**src/rtl/isa_pkg.sv**
```systemverilog
// Shared ISA constants and fetch-stage state encoding.
// Opcodes occupy ins[31:26].
package isa_pkg;

    localparam logic [5:0] OP_RTYPE = 6'b000000;
    localparam logic [5:0] OP_MOVE  = 6'b010010;
    localparam logic [5:0] OP_PUSH  = 6'b010011;
    localparam logic [5:0] OP_POP   = 6'b010100;
    localparam logic [5:0] OP_CALL  = 6'b010101;
    localparam logic [5:0] OP_HALT  = 6'b010110;
    localparam logic [5:0] OP_NOP   = 6'b010111;
    localparam logic [5:0] OP_RET   = 6'b011000;

    localparam int unsigned DEF_ADDR_W   = 32;
    localparam int unsigned DEF_RESET_PC = 0;
    localparam int unsigned DEF_PC_STEP  = 4;

    localparam logic [1:0] ST_FETCH   = 2'd0;
    localparam logic [1:0] ST_DROP    = 2'd1;
    localparam logic [1:0] ST_DELIVER = 2'd2;
    localparam logic [1:0] ST_HALTED  = 2'd3;

    typedef enum logic [1:0] {
        FETCH   = ST_FETCH,
        DROP    = ST_DROP,
        DELIVER = ST_DELIVER,
        HALTED  = ST_HALTED
    } fetch_state_t;

    function automatic logic is_halt(input logic [31:0] word);
        return word[31:26] == OP_HALT;
    endfunction

endpackage

```
**src/rtl/instruction_fetch_unit_if.sv**
```systemverilog
// Instruction memory req/ack handshake.
// master = fetch unit, slave = memory.
interface instruction_fetch_unit_if #(
    parameter int unsigned ADDR_W = 32
);
    logic              imem_req;
    logic [ADDR_W-1:0] imem_addr;
    logic              imem_ack;
    logic [31:0]       imem_rdata;

    modport master (
        output imem_req,
        output imem_addr,
        input  imem_ack,
        input  imem_rdata
    );

    modport slave (
        input  imem_req,
        input  imem_addr,
        output imem_ack,
        output imem_rdata
    );
endinterface

```
**src/rtl/instruction_fetch_unit.sv**
```systemverilog
// Fetch stage: owns the PC, fetches over req/ack, delivers one
// instruction at a time, squashes on redirect, stops on HALT.
module instruction_fetch_unit
    import isa_pkg::*;
#(
    parameter int unsigned ADDR_W   = DEF_ADDR_W,
    parameter int unsigned RESET_PC = DEF_RESET_PC,
    parameter int unsigned PC_STEP  = DEF_PC_STEP
) (
    input  logic                      clk,
    input  logic                      rst,
    instruction_fetch_unit_if.master  imem,
    output logic [31:0]               ins,
    output logic                      ins_valid,
    input  logic                      ins_ready,
    output logic [ADDR_W-1:0]         pc_out,
    output logic [ADDR_W-1:0]         npc_out,
    input  logic                      redirect_valid,
    input  logic [ADDR_W-1:0]         redirect_pc,
    output logic                      halted,
    output logic [31:0]               fetch_count
);

    localparam logic [ADDR_W-1:0] RST_PC = ADDR_W'(RESET_PC);
    localparam logic [ADDR_W-1:0] STEP   = ADDR_W'(PC_STEP);

    fetch_state_t      state, state_nxt;
    logic [ADDR_W-1:0] pc, pc_nxt;
    logic [ADDR_W-1:0] fetch_addr, fetch_addr_nxt;
    logic [ADDR_W-1:0] pc_out_nxt;
    logic [31:0]       ins_nxt;
    logic              ins_valid_nxt;
    logic              halted_nxt;
    logic [31:0]       fetch_count_nxt;

    // Gated by rst so the request drops the instant reset asserts.
    assign imem.imem_req  = !rst && (state == FETCH || state == DROP);
    assign imem.imem_addr = fetch_addr;
    assign npc_out        = pc_out + STEP;

    always_ff @(posedge clk or posedge rst) begin
        if (rst) begin
            state       <= FETCH;
            pc          <= RST_PC;
            fetch_addr  <= RST_PC;
            pc_out      <= RST_PC;
            ins         <= '0;
            ins_valid   <= 1'b0;
            halted      <= 1'b0;
            fetch_count <= '0;
        end else begin
            state       <= state_nxt;
            pc          <= pc_nxt;
            fetch_addr  <= fetch_addr_nxt;
            pc_out      <= pc_out_nxt;
            ins         <= ins_nxt;
            ins_valid   <= ins_valid_nxt;
            halted      <= halted_nxt;
            fetch_count <= fetch_count_nxt;
        end
    end

    always_comb begin
        state_nxt       = state;
        pc_nxt          = pc;
        fetch_addr_nxt  = fetch_addr;
        pc_out_nxt      = pc_out;
        ins_nxt         = ins;
        ins_valid_nxt   = ins_valid;
        halted_nxt      = halted;
        fetch_count_nxt = fetch_count;

        unique case (state)
            FETCH: begin
                if (redirect_valid) begin
                    pc_nxt = redirect_pc;
                    if (imem.imem_ack) fetch_addr_nxt = redirect_pc;
                    else state_nxt = DROP;
                end else if (imem.imem_ack) begin
                    ins_nxt       = imem.imem_rdata;
                    pc_out_nxt    = fetch_addr;
                    ins_valid_nxt = 1'b1;
                    state_nxt     = DELIVER;
                end
            end
            DROP: begin
                // Old address stays on the bus until the memory answers.
                if (redirect_valid) pc_nxt = redirect_pc;
                if (imem.imem_ack) begin
                    fetch_addr_nxt = pc_nxt;
                    state_nxt      = FETCH;
                end
            end
            DELIVER: begin
                if (redirect_valid) begin
                    ins_valid_nxt  = 1'b0;
                    pc_nxt         = redirect_pc;
                    fetch_addr_nxt = redirect_pc;
                    state_nxt      = FETCH;
                end else if (ins_ready) begin
                    ins_valid_nxt   = 1'b0;
                    fetch_count_nxt = fetch_count + 32'd1;
                    if (is_halt(ins)) begin
                        halted_nxt = 1'b1;
                        state_nxt  = HALTED;
                    end else begin
                        pc_nxt         = pc + STEP;
                        fetch_addr_nxt = pc + STEP;
                        state_nxt      = FETCH;
                    end
                end
            end
            HALTED: begin
                ins_valid_nxt = 1'b0;
                halted_nxt    = 1'b1;
            end
            default: state_nxt = FETCH;
        endcase
    end

endmodule

```
**src/flat_wrapper.sv**
```systemverilog
// flat-port wrapper written by rule: the top's interface ports become plain ports
module instruction_fetch_unit_flat import isa_pkg::*;
#(
    parameter int unsigned ADDR_W   = DEF_ADDR_W,
    parameter int unsigned RESET_PC = DEF_RESET_PC,
    parameter int unsigned PC_STEP  = DEF_PC_STEP
)
  (clk, rst, ins, ins_valid, ins_ready, pc_out, npc_out, redirect_valid, redirect_pc, halted, fetch_count, imem_imem_req, imem_imem_addr, imem_imem_ack, imem_imem_rdata);
  instruction_fetch_unit_if #(.ADDR_W(ADDR_W)) imem_i ();
  input  logic clk;
  input  logic rst;
  output logic [31:0] ins;
  output logic ins_valid;
  input  logic ins_ready;
  output logic [ADDR_W-1:0] pc_out;
  output logic [ADDR_W-1:0] npc_out;
  input  logic redirect_valid;
  input  logic [ADDR_W-1:0] redirect_pc;
  output logic halted;
  output logic [31:0] fetch_count;
  output wire logic [$bits(imem_i.imem_req)-1:0] imem_imem_req;
  output wire logic [$bits(imem_i.imem_addr)-1:0] imem_imem_addr;
  input wire logic [$bits(imem_i.imem_ack)-1:0] imem_imem_ack;
  input wire logic [$bits(imem_i.imem_rdata)-1:0] imem_imem_rdata;
  assign imem_imem_req = imem_i.imem_req;
  assign imem_imem_addr = imem_i.imem_addr;
  assign imem_i.imem_ack = imem_imem_ack;
  assign imem_i.imem_rdata = imem_imem_rdata;
  instruction_fetch_unit #(.ADDR_W(ADDR_W), .RESET_PC(RESET_PC), .PC_STEP(PC_STEP)) u_core (.clk(clk), .rst(rst), .imem(imem_i), .ins(ins), .ins_valid(ins_valid), .ins_ready(ins_ready), .pc_out(pc_out), .npc_out(npc_out), .redirect_valid(redirect_valid), .redirect_pc(redirect_pc), .halted(halted), .fetch_count(fetch_count));
endmodule
```
**config.mk**
```make
export PLATFORM = sky130hd
export DESIGN_NAME = instruction_fetch_unit_flat
export DESIGN_NICKNAME = d
export VERILOG_FILES = /design/src/rtl/isa_pkg.sv /design/src/rtl/instruction_fetch_unit_if.sv /design/src/rtl/instruction_fetch_unit.sv /design/src/flat_wrapper.sv
export SDC_FILE = /design/constraint.sdc
export NUM_CORES = 1
export LEC_CHECK = 0
export ABC_AREA = 1
export BUFFER_PORTS_ARGS = -buffer_cell sky130_fd_sc_hd__buf_2
export CAP_MARGIN = 30
export CELL_PAD_IN_SITES_DETAIL_PLACEMENT = 0
export CELL_PAD_IN_SITES_GLOBAL_PLACEMENT = 1
export CORE_MARGIN = 2
export CORE_UTILIZATION = 30
export DETAILED_ROUTE_END_ITERATION = 6
export HOLD_SLACK_MARGIN = 0.05
export PLACE_DENSITY_LB_ADDON = 0.15
export SYNTH_ARGS = -nofsm -noshare
export SYNTH_HDL_FRONTEND = slang
export SYNTH_SLANG_ARGS = --single-unit
```
**constraint.sdc**
```tcl
create_clock -name clk -period 12.05 [get_ports clk]
set_input_delay 0 -clock clk [delete_from_list [all_inputs] [get_ports clk]]
set_output_delay 0 -clock clk [all_outputs]
set_load 0.02 [all_outputs]
```
# --- Word-level counts from Yosys, hierarchy flattened ---
# Cells that the tools add are included.
totals:
  register_bits: 164
  latchBits: 0
  mem_bits_rw: 0
  romBits: 0
  input_bits: 69
  out_inout_bits: 163
  elab_cells: 69
  memories: 0
op_classes:
  n_addsub: 3
  n_mul: 0
  n_div: 0
  order_cmp: 0
  n_eq_ne: 15
  n_shift: 0
  mux: 26
  n_bitwise: 1
  n_reduce_logical: 16
ops:
  columns: ["cell", "count"]
  rows:
  - ["32-bit 2-to-1 mux", 7]
  - ["32-bit one-hot mux with 3 select lines", 1]
  - ["32-bit by 3-bit adder with 32-bit output (second input constant)", 2]
  - ["32-bit one-hot mux with 2 select lines", 1]
  - ["32-bit by 1-bit adder with 32-bit output (second input constant)", 1]
  - ["2-bit 2-to-1 mux", 7]
  - ["2-bit inequality test (second input constant)", 6]
  - ["3-bit inequality test (second input constant)", 4]
  - ["3-bit AND reduction", 3]
  - ["4-bit AND reduction", 2]
  - ["1-bit 2-to-1 mux", 7]
  - ["6-bit by 5-bit equality test with 1-bit output (second input constant)", 1]
  - ["2-bit one-hot mux with 3 select lines", 1]
  - ["6-bit AND reduction", 1]
  - ["3-bit nonzero test", 2]
  - ["5-bit AND reduction", 1]
  - ["2-bit equality test (second input constant)", 2]
  - ["2-bit nonzero test", 2]
  - ["1-bit one-hot mux with 3 select lines", 1]
  - ["2-bit by 1-bit equality test with 1-bit output (second input constant)", 1]
  - ["2-bit logical NOT", 1]
  - ["2-bit by 1-bit inequality test with 1-bit output (second input constant)", 1]
  - ["1-bit one-hot mux with 2 select lines", 1]
  - ["2-bit OR reduction", 1]
  - ["other kinds (4)", 4]

# --- Logic depth before layout (Yosys ltp) ---
logic_depth:
  word_depth: 5
  mapped_depth: 12
  depth_no_buf: 12

# --- Worst setup path after synthesis ---
# Ideal clock, no wire load.
synth_path:
  path_kind: "register -> output"
  from: "reg u_core.pc_out[2]"
  to: "out npc_out[19]"
  arrival_time_ns: 1.834
  slack_ns: 10.216
  stages_incl_launch_ff: 7
  cell_sequence: "dfrtp_1 > inv_1 > nor3_4 > nand3_1 > nor2_1 > nand4_1 > xor2_1"
synth_between:
  elab_chain_len: 1
synth_rtl:
  columns: ["element", "line_no", "rtl"]
  rows:
  - ["from (decl)", "instruction_fetch_unit.sv:16", "output logic [ADDR_W-1:0] pc_out,"]
  - ["from (signal assigned)", "instruction_fetch_unit.sv:55", "pc_out <= pc_out_nxt;"]
  - ["32-bit by 3-bit adder with 32-bit output", "instruction_fetch_unit.sv:39", "assign npc_out = pc_out + STEP;"]
  - ["to (decl)", "flat_wrapper.sv:16", "output logic [ADDR_W-1:0] npc_out;"]
# No other way between the ends.

# --- Final worst setup path ---
layout_path:
  from: "reg u_core.state[0]"
  to: "reg u_core.fetch_addr[4] (netlist: u_core.imem.imem_addr[4])"
layout_between:
  elab_chain_len: 3
  elab_cells_between_ends: 11
  cone_classes: "eq/ne: 7; mux: 1; reduce/logical: 3"
layout_rtl:
  columns: ["element", "line_no", "rtl"]
  rows:
  - ["from (decl)", "instruction_fetch_unit.sv:27", "fetch_state_t state, state_nxt;"]
  - ["from (signal assigned)", "instruction_fetch_unit.sv:52", "state <= state_nxt;"]
  - ["2-bit equality test, or another cell as far along", "instruction_fetch_unit.sv:73", "unique case (state)"]
  - ["3-bit inequality test (no line), or another cell as far along", null, null]
  - ["6-bit AND reduction (no line)", null, null]
  - ["to (signal assigned)", "instruction_fetch_unit.sv:54", "fetch_addr <= fetch_addr_nxt;"]
  - ["to (decl)", "instruction_fetch_unit.sv:29", "logic [ADDR_W-1:0] fetch_addr, fetch_addr_nxt;"]
# Several ways; a longest one is shown, not always the timed one.
# A chain may end at the register's enable or synchronous reset.

==> flow_summary.json <==
{
  "instances_no_fill": 2065,
  "cp_max_fo": 46,
  "ctsLongestPathBuffers": 2,
  "synth_edf_count": 0,
  "grt_pass1_vias": 9023,
  "clock_skew_ns": 0.00934,
  "final_core_util_pct": 39.3,
  "syn_nets": 1411,
  "ys_async_sr_fraction_pct": 100,
  "min_period_over_period_pct": 28.1,
  "drive_above_1_share_pct": 21.0,
  "yosys_warnings": 0,
  "final.min_clock_period_ns": 3.38,
  "grt_antenna_before_repair": 0,
  "syn2layout_area_growth_pct": 29.5,
  "dpl.hpwl_um": 25000,
  "io_pins": 232,
  "ant_nets": 0,
  "r2r-start": "u_core.state[0]",
  "critPathRequiredTime_ns": 12.37,
  "port_buffers": 231,
  "die_h_um": 185,
  "ys.flop_type": "dfrtp_1",
  "cts_buffers": 17,
  "fp.dieW_um": 185,
  "setup_viol": 0,
  "drt_iter0_markers": 674,
  "clk_pin_slew_ns": 0.07,
  "yosysTopAreaCell": "dfrtp_1",
  "grt_util_all_layers_pct": 20.5,
  "routabilityCongestion": 0.865,
  "totalWireLength_um": 34900,
  "yosysTopAreaCellShare_pct": 41.8,
  "critPathCaptureType": "register",
  "cts_tree": "yes",
  "dp_cells": 1964,
  "diodes": 0,
  "wl_per_cell_um": 16.9,
  "critPathLaunchType": "register",
  "final_nets": 1688,
  "tightest_slew_ns": 0.956,
  "synth.area.top_cells": "dfrtp_1 42%, nand2_1 13%, nor2_1 7.7%",
  "ys_types": 37,
  "initial_core_util_pct": 30.3,
  "fp-row-count": 66,
  "grt_first_pass_wirelength_um": 53000,
  "syn-instance-count": 1334,
  "avgViaCountPerCell": 4.69,
  "syn_area_per_cell_um2": 7.36,
  "cts_root_buffer": "clkbuf_16",
  "grt-ovfl-total": 0,
  "hold_path.class": "in -> reg",
  "cellPowerDensity_mw_per_mm2": 261,
  "vias": 9681,
  "ir_worst_vdd_uv": 170,
  "tns_ns": 0,
  "hold_path_startpoint": "imem_imem_ack",
  "design.core.area_mm2": 0.0324,
  "slew_headroom_pct": 36.0,
  "cts_resized": 0,
  "h-tree-depth": 4,
  "status": "complete, no violations",
  "path_class": "reg -> reg",
  "max-cap-violations": 0,
  "yosysSeqAreaShare_pct": 41.8,
  "drc": 0,
  "hold_viol": 0,
  "grt_setup_unrepaired": "false",
  "cts.sink_count": 164,
  "crit_arrival_ns": 3.70,
  "synth_area_mm2": 0.00981,
  "synth_seq_cells": 164,
  "clock_latency_ns": 0.45,
  "first_pass_iters": 5,
  "fmax_mhz": 296,
  "slew_violations": 0,
  "die_area_mm2": 0.0342,
  "leakagePower_uw": 0.00642,
  "grt_max_degree": 97,
  "worstSetupStartpoint": "u_core.state[0]"
}
-- sequential cells by signal (all words and copies together), names as in the netlist --
register,count
u_core.imem.imem_addr,32
u_core.pc,32
u_core.ins_valid,1
u_core.halted,1
u_core.fetch_count,32
u_core.ins,32
u_core.pc_out,32
u_core.state,2
-- logic make-up after synthesis --
kind of cell    count (synthesis)  share of synthesized area [%]
compound gates                202                           10.9
buf+inv                       197                           8.00
simple gates                  673                           29.3
mux                            36                           4.13
flops                         164                           41.8
fa+ha+maj                       8                           1.02
xor+xnor                       54                           4.82
-- Yosys cell counts, types with 8 or more instances --
library cell	count
ha_1	8
a21oi_1	110
xor2_1	41
mux2_2	36
o21ai_0	64
nor3_1	18
dfrtp_1	164
nand2_1	328
clkbuf_1	16
buf_2	27
xnor2_1	13
nor4_1	8
nor2_1	200
nand4_1	15
a22oi_1	15
nand3_1	73
inv_1	142
-- placed cells by master, fill, tap and decap left out, types with 8 or more instances in the layout --
master / count
xor2_1: 41
xnor2_1: 13
dlygate4sd3_1: 67
a22oi_1: 15
nand2_1: 327
buf_2: 231
a21oi_1: 110
dfrtp_1: 164
clkbuf_16: 17
nor3_1: 18
mux2_2: 36
buf_4: 8
ha_1: 8
nor2_1: 200
nor4_1: 8
nand4_1: 15
o21ai_0: 64
nand3_1: 73
inv_1: 141
-- cell type report --
cell class	instances	area, um2
flip-flops and latches	164	4100
fillers	3471	19700
clock buffers	19	443
clock inverters	12	130
multi-input cells	973	4930
inverters	145	549
well taps	442	553
repair buffers	310	2000
-- report_power, final --
group	internal [uW]	switching (uW)
registers	784	246
logic	567	1170
clock network	310	244
total	1660	1660
-- routing by layer --
metal | track usage (%) | vias up | part of all wire [%]
met1 | 30.8 | 4521 | 51
met2 | 30.4 | 284 | 43
met3 | 2.75 | 23 | 4.9
met5 | 0 | - | 0
met4 | 6.16 | 0 | 1.3
li1 | - | 4853 | -
-- metrics by stage --
stage	setup WS [ns]	hold WS (ns)	instance area [um2]	power [uW]
CTS	8.51	0.0622	12600	3340
global route	8.28	0.109	12700	3580
finish	8.67	0.0830	12700	3320
floorplan	7.62	0.0769	9810	2130
detailed placement	8.53	0.236	11400	2750
global placement	8.64	0.233	11400	2730
-- worst max-delay path, stage by stage, from the launching register on --
cell and delay, ns:
dfrtp_1 0.43, inv_1 0.11, ha_1 0.57, buf_4 0.45, nand2_1 0.10, nor2_1 0.14
inv_1 0.09, nand2_2 0.70, inv_2 0.32, o211ai_1 0.20, o21ai_0 0.11
-- final timing paths --
kind | to | slack (ns) | cells after the start
worst max-delay path | u_core.imem.imem_addr[4] | 8.67 | 10
worst min-delay path | u_core.ins_valid | 0.08 | 6
worst max register to register | u_core.imem.imem_addr[4] | 8.67 | 10
worst min register to register | u_core.pc[1] | 0.50 | 2
max in group asynchronous | u_core.fetch_count[3] | 10.26 | 7
min in group asynchronous | u_core.pc[1] | 0.54 | 4
-- timing repair --
item / CTS / global route
setup endpoints to repair: 0 / 0
hold endpoints to repair: 185 / 1
hold buffers: 66 / 1
setup buffers: 0 / 0
Power figures use the tool's default switching activity.
